`src/rtl/conv_window_buffer.sv`:
```
// Streaming KxK sliding-window generator: K-1 line buffers feed a KxK shift window,
// presented through a single valid/ready output stage with a (row, col) element tap.
module conv_window_buffer #(
    parameter int DW    = 16,
    parameter int K     = 7,
    parameter int IMG_W = 28,
    parameter int IMG_H = 28,
    parameter int IDX_W = 3
) (
    input  logic                  clk,
    input  logic                  rst_n,
    input  logic                  clear,
    input  logic                  in_valid,
    output logic                  in_ready,
    input  logic [DW-1:0]         in_data,
    output logic                  out_valid,
    input  logic                  out_ready,
    output logic [DW*K*K-1:0]     out_window,
    input  logic [IDX_W-1:0]      sel_row,
    input  logic [IDX_W-1:0]      sel_col,
    output logic [DW-1:0]         sel_data,
    output logic                  frame_done
);
    localparam int CW = (IMG_W > 1) ? $clog2(IMG_W) : 1;
    localparam int RW = (IMG_H > 1) ? $clog2(IMG_H) : 1;

    localparam logic [CW-1:0] COL_LAST      = CW'(IMG_W - 1);
    localparam logic [RW-1:0] ROW_LAST      = RW'(IMG_H - 1);
    localparam logic [CW-1:0] COL_FIRST_WIN = CW'(K - 1);
    localparam logic [RW-1:0] ROW_FIRST_WIN = RW'(K - 1);

    localparam logic [0:0] ST_FILL = 1'b0;
    localparam logic [0:0] ST_RUN  = 1'b1;

    logic [CW-1:0] r_col_cnt;
    logic [RW-1:0] r_row_cnt;
    logic [0:0]    r_state;
    logic          r_out_valid;
    logic          r_frame_done;

    logic [DW-1:0] r_win    [K][K];
    logic [DW-1:0] r_lb_mem [K-1][IMG_W];
    logic [DW-1:0] r_lb_q   [K-1];

    logic [DW-1:0] w_col_new [K];
    logic [DW-1:0] w_lb_wr   [K-1];

    logic          w_accept;
    logic          w_push;
    logic          w_col_wrap;
    logic          w_frame_end;
    logic          w_complete;
    logic [CW-1:0] w_col_next;
    logic [RW-1:0] w_row_next;
    logic [CW-1:0] w_rd_addr;
    logic [0:0]    w_state_next;

    assign in_ready    = !r_out_valid || out_ready;
    assign w_accept    = in_valid && in_ready;
    // clear wins over a same-cycle acceptance, so the pixel never reaches the buffers
    assign w_push      = w_accept && !clear;
    assign w_col_wrap  = (r_col_cnt == COL_LAST);
    assign w_frame_end = w_col_wrap && (r_row_cnt == ROW_LAST);
    assign w_complete  = (r_state == ST_RUN) && (r_col_cnt >= COL_FIRST_WIN);

    assign out_valid  = r_out_valid;
    assign frame_done = r_frame_done;

    always_comb begin
        w_col_next = w_col_wrap ? '0 : r_col_cnt + CW'(1);
        w_row_next = r_row_cnt;
        if (w_col_wrap) begin
            w_row_next = w_frame_end ? '0 : r_row_cnt + RW'(1);
        end
    end

    always_comb begin
        w_state_next = r_state;
        case (r_state)
            ST_FILL: if (w_row_next == ROW_FIRST_WIN) w_state_next = ST_RUN;
            ST_RUN:  if (w_frame_end)                 w_state_next = ST_FILL;
            default:                                  w_state_next = ST_FILL;
        endcase
    end

    // The line-buffer read is registered, so the address is the column the next
    // accepted pixel will land on; unwritten columns keep their data across stalls.
    always_comb begin
        w_rd_addr = r_col_cnt;
        if (clear) begin
            w_rd_addr = '0;
        end else if (w_accept) begin
            w_rd_addr = w_col_next;
        end
    end

    always_comb begin
        for (int r = 0; r < K - 1; r++) begin
            w_col_new[r] = r_lb_q[r];
        end
        w_col_new[K-1] = in_data;
    end

    // Each row's pixel moves one buffer up; the top buffer takes the incoming pixel.
    always_comb begin
        for (int r = 0; r < K - 2; r++) begin
            w_lb_wr[r] = r_lb_q[r+1];
        end
        w_lb_wr[K-2] = in_data;
    end

    always_ff @(posedge clk) begin
        for (int r = 0; r < K - 1; r++) begin
            if (w_push) begin
                r_lb_mem[r][r_col_cnt] <= w_lb_wr[r];
            end
            r_lb_q[r] <= r_lb_mem[r][w_rd_addr];
        end
    end

    always_ff @(posedge clk or negedge rst_n) begin
        if (!rst_n) begin
            for (int r = 0; r < K; r++) begin
                for (int c = 0; c < K; c++) begin
                    r_win[r][c] <= '0;
                end
            end
        end else if (w_push) begin
            for (int r = 0; r < K; r++) begin
                for (int c = 0; c < K - 1; c++) begin
                    r_win[r][c] <= r_win[r][c+1];
                end
                r_win[r][K-1] <= w_col_new[r];
            end
        end
    end

    always_ff @(posedge clk or negedge rst_n) begin
        if (!rst_n) begin
            r_col_cnt    <= '0;
            r_row_cnt    <= '0;
            r_state      <= ST_FILL;
            r_out_valid  <= 1'b0;
            r_frame_done <= 1'b0;
        end else if (clear) begin
            r_col_cnt    <= '0;
            r_row_cnt    <= '0;
            r_state      <= ST_FILL;
            r_out_valid  <= 1'b0;
            r_frame_done <= 1'b0;
        end else begin
            r_frame_done <= 1'b0;
            if (w_accept) begin
                r_col_cnt    <= w_col_next;
                r_row_cnt    <= w_row_next;
                r_state      <= w_state_next;
                r_out_valid  <= w_complete;
                r_frame_done <= w_complete && w_frame_end;
            end else if (out_ready) begin
                r_out_valid <= 1'b0;
            end
        end
    end

    always_comb begin
        sel_data = '0;
        for (int r = 0; r < K; r++) begin
            for (int c = 0; c < K; c++) begin
                if (sel_row == IDX_W'(r) && sel_col == IDX_W'(c)) begin
                    sel_data = r_win[r][c];
                end
            end
        end
    end

    genvar gi, gj;
    generate
        for (gi = 0; gi < K; gi++) begin : g_row
            for (gj = 0; gj < K; gj++) begin : g_col
                assign out_window[(gi*K+gj)*DW +: DW] = r_win[gi][gj];
            end
        end
    endgenerate

endmodule

```
`config.mk`:
```
export PLATFORM = sky130hd
export DESIGN_NAME = conv_window_buffer
export DESIGN_NICKNAME = d
export VERILOG_FILES = /design/src/rtl/conv_window_buffer.sv
export SDC_FILE = /design/constraint.sdc
export NUM_CORES = 2
export LEC_CHECK = 0
export ABC_CLOCK_PERIOD_IN_PS = 10900
export CELL_PAD_IN_SITES_DETAIL_PLACEMENT = 2
export CELL_PAD_IN_SITES_GLOBAL_PLACEMENT = 2
export CORE_AREA = 2 2 674 676
export CTS_CLUSTER_SIZE = 20
export DETAILED_ROUTE_END_ITERATION = 10
export DIE_AREA = 0 0 676 678
export DONT_BUFFER_PORTS = 1
export GPL_ROUTABILITY_DRIVEN = 0
export PLACE_DENSITY = 0.61
export SYNTH_ARGS = -nofsm -noshare
export SYNTH_HDL_FRONTEND = slang
export SYNTH_SLANG_ARGS = --single-unit
```
`constraint.sdc`:
```
create_clock -name clk -period 10.9 [get_ports clk]
set_input_delay 1.635 -clock clk [delete_from_list [all_inputs] [get_ports clk]]
set_output_delay 1.635 -clock clk [all_outputs]
set_load 0.01 [all_outputs]
```
==> impl_metrics.env <==
export IMPL_final_instance_count_excl_fill=16090
export IMPL_slowest_delay_ns=0.93
export IMPL_regArea_sq_um=102600
export IMPL_grt_pass1_wl_mm=846.1
export IMPL_die_w_microns=676
export IMPL_seq_area_frac_synth=0.7125
export IMPL_worstPathRequired_ns=9.27
export IMPL_overflow=0
export IMPL_core_area_sq_um=451200
export IMPL_dieHeight_microns=678
export IMPL_postRouteAntennaNets=0
export IMPL_clk_pin_slew_ns=0.06
export IMPL_drive_gt1_frac=0.1708
export IMPL_syn_nets=9929
export IMPL_hpwl_mm=370.5
export IMPL_start_util=0.3191
export IMPL_rsz0062_at_grt="false"
export IMPL_setup_ws_ns=3.077
export IMPL_end_kind="output port"
export IMPL_p_leak_nw=55.68
export IMPL_synth_area_per_cell_sq_um=14.55
export IMPL_drt_iter0_drc=8891
export IMPL_syn2layout_area_growth_pct=13.79
export IMPL_synth_seq_cells=3581
export IMPL_ios=830
export IMPL_antenna_found_initial=59
export IMPL_violations="max-capacitance violations, max-slew violations"
export IMPL_power_density_nw_per_um2=227.5
export IMPL_wl_mm=615.3
export IMPL_syn_inst=9897
export IMPL_start_kind="input pin"
export IMPL_wl_per_cell_microns=38.24
export IMPL_vias=95350
export IMPL_numClockSinks=3581
export IMPL_crit_buf_inv=0
export IMPL_whs_ns=0.4668
export IMPL_fin_crit_sh=0.7177
export IMPL_fin_worst_skew_ns=0.04542
export IMPL_remaining_drc_errors=0
export IMPL_grt_max_degree=186
export IMPL_cts_max_level=5
export IMPL_via_per_inst=5.926
export IMPL_fin_nets=9802
export IMPL_timing_slew_headroom=-0.02571
export IMPL_crit_chain="or2_2 -> nor2_1 -> o21ai_0 -> nor2b_1 -> a211o_1 -> a221oi_1 -> o21ai_1"
export IMPL_postCtsHoldBufs=0
export IMPL_syn_area_sq_um=144000
export IMPL_multi_input_area_sq_um=38760
export IMPL_grt_pass1_vias=100900
export IMPL_cts_setup_buffers=0
export IMPL_first_pass_iters=6
export IMPL_placed_area_sq_um=151100
export IMPL_slew_violations=26
export IMPL_cts_buffers=376
export IMPL_ys_async_sr_fraction=0.2226
export IMPL_cts_resized=0
export IMPL_setup_tns_ns=0
export IMPL_crit_fanout=146
export IMPL_fmax_mhz=127.8
export IMPL_final_util=0.3631
export IMPL_cts_tree="built"
export IMPL_rows=247
export IMPL_tightest_slew_ns=1.528
export IMPL_dp_cells=15370
export IMPL_outcome="finished with violations"
export IMPL_setup_viol_count_final=0
export IMPL_pre_cts_slack_ns=3.722
export IMPL_place_port_buffers=0
export IMPL_synth_distinct_cells=90
export IMPL_design_area_sq_um=163800
export IMPL_ys_warn_count=0
export IMPL_crit_arrival_ns=6.19
export IMPL_grt_use_total=0.2614
export IMPL_hold_viol=0
export IMPL_power_total_mw=37.27
export IMPL_cap_violations=3
export IMPL_synth_flop_cell="edfxtp_1"
export IMPL_ir_drop_uv=156.6
export IMPL_period_needed_ns=7.823
export IMPL_hp_class="flip-flop to flip-flop"
export IMPL_worstSetupPathType="input pin to output port"
export IMPL_clockBufferDepth=4
export IMPL_clock_latency_ns=0.99
export IMPL_cts_root_buffer="clkbuf_16"
export IMPL_fillers=44900
export IMPL_dieArea_sq_um=458300
export IMPL_synth_edf_count=2688
export IMPL_cp_slowest_cell="nor2_1"
export IMPL_crit_family="compound AO/OA/AOI/OAI gates"
-- worst paths after layout --
check / from / end / slack (ns) / cells past startpoint
hold reg to reg: r_lb_q[0][15] / out_window[111] / 0.47 / 1
setup / recovery: sel_col[1] / sel_data[0] / 3.08 / 7
hold / removal: r_lb_q[0][15] / out_window[111] / 0.47 / 1
max in group asynchronous: rst_n / out_window[410] / 7.79 / 3
min in group asynchronous: rst_n / frame_done / 0.64 / 1
setup reg to reg: r_col_cnt[0] / r_lb_q[4][4] / 5.59 / 11
-- registers in the layout, indices dropped and copies added, names as in the netlist --
name and flops:
r_lb_mem 2688, out_window 784, r_lb_q 96, r_col_cnt 5, r_row_cnt 5, frame_done 1
out_valid 1, r_state 1
-- layout by cell type, fill, tap and decap left out, drive strengths merged, types with 33 or more instances in the layout --
cell type	instances
edfxtp	2688
nand2	1371
dfrtp	797
mux2	795
clkbuf	513
a211oi	406
and3	397
o21ai	343
mux2i	329
a21oi	314
buf	241
nand3	234
a32oi	200
nor2	143
o221ai	120
a31oi	118
clkinv	118
a32o	101
and4	97
dfxtp	96
a311o	95
o22ai	62
a22oi	52
nor3	45
bufinv	42
inv	33
-- cell type report --
cell class	count	share of cell area
Antenna cell	22	0.0003360
Clock buffer	512	0.06394
Clock inverter	188	0.01314
Inverter	17	0.0004811
Multi-Input combinational cell	5551	0.2366
Sequential cell	3581	0.6262
Tap cell	5976	0.04564
Timing Repair Buffer	243	0.01368
-- where the power goes --
part / internal (mW) / leakage (nW) / switching (mW)
logic: 1.53 / 14.8 / 2.06
registers: 16.2 / 34.7 / 4.12
clock network: 7.75 / 6.18 / 5.62
total: 25.5 / 55.7 / 11.8
-- Yosys cell counts, types with 97 or more instances --
cell type,count,area share
edfxtp_1,2688,0.56
nand2_1,1371,0.036
dfrtp_1,797,0.14
mux2_2,795,0.062
clkbuf_1,523,0.014
a211oi_1,406,0.021
and3_1,397,0.017
o21ai_0,341,0.012
mux2i_1,329,0.023
a21oi_1,313,0.011
nand3_1,234,0.0081
a32oi_1,200,0.012
buf_2,174,0.0060
nor2_1,139,0.0036
o221ai_1,120,0.0073
a31oi_1,118,0.0051
a32o_1,101,0.0070
and4_1,97,0.0059
-- per-layer routing --
layer | wire length [microns] | part of all wire | global-route usage
met1 | 233700 | 0.38 | 0.3092
met4 | 39150 | 0.064 | 0.1455
met2 | 299900 | 0.49 | 0.4420
met3 | 42380 | 0.069 | 0.05504
met5 | 124 | 0.00020 | 0
-- cells by family after synthesis --
group,count (synthesis),share of synthesized area
and+or+nand+nor,2420,0.07955
buffers and inverters,765,0.02183
adders and majority gates,5,0.0004345
muxes,1140,0.08755
AOI/OAI and AO/OA,1982,0.09792
xor gates and xnor gates,4,0.0002434
DFF,3581,0.7125
Note: power is estimated with default switching activity, not from simulation.
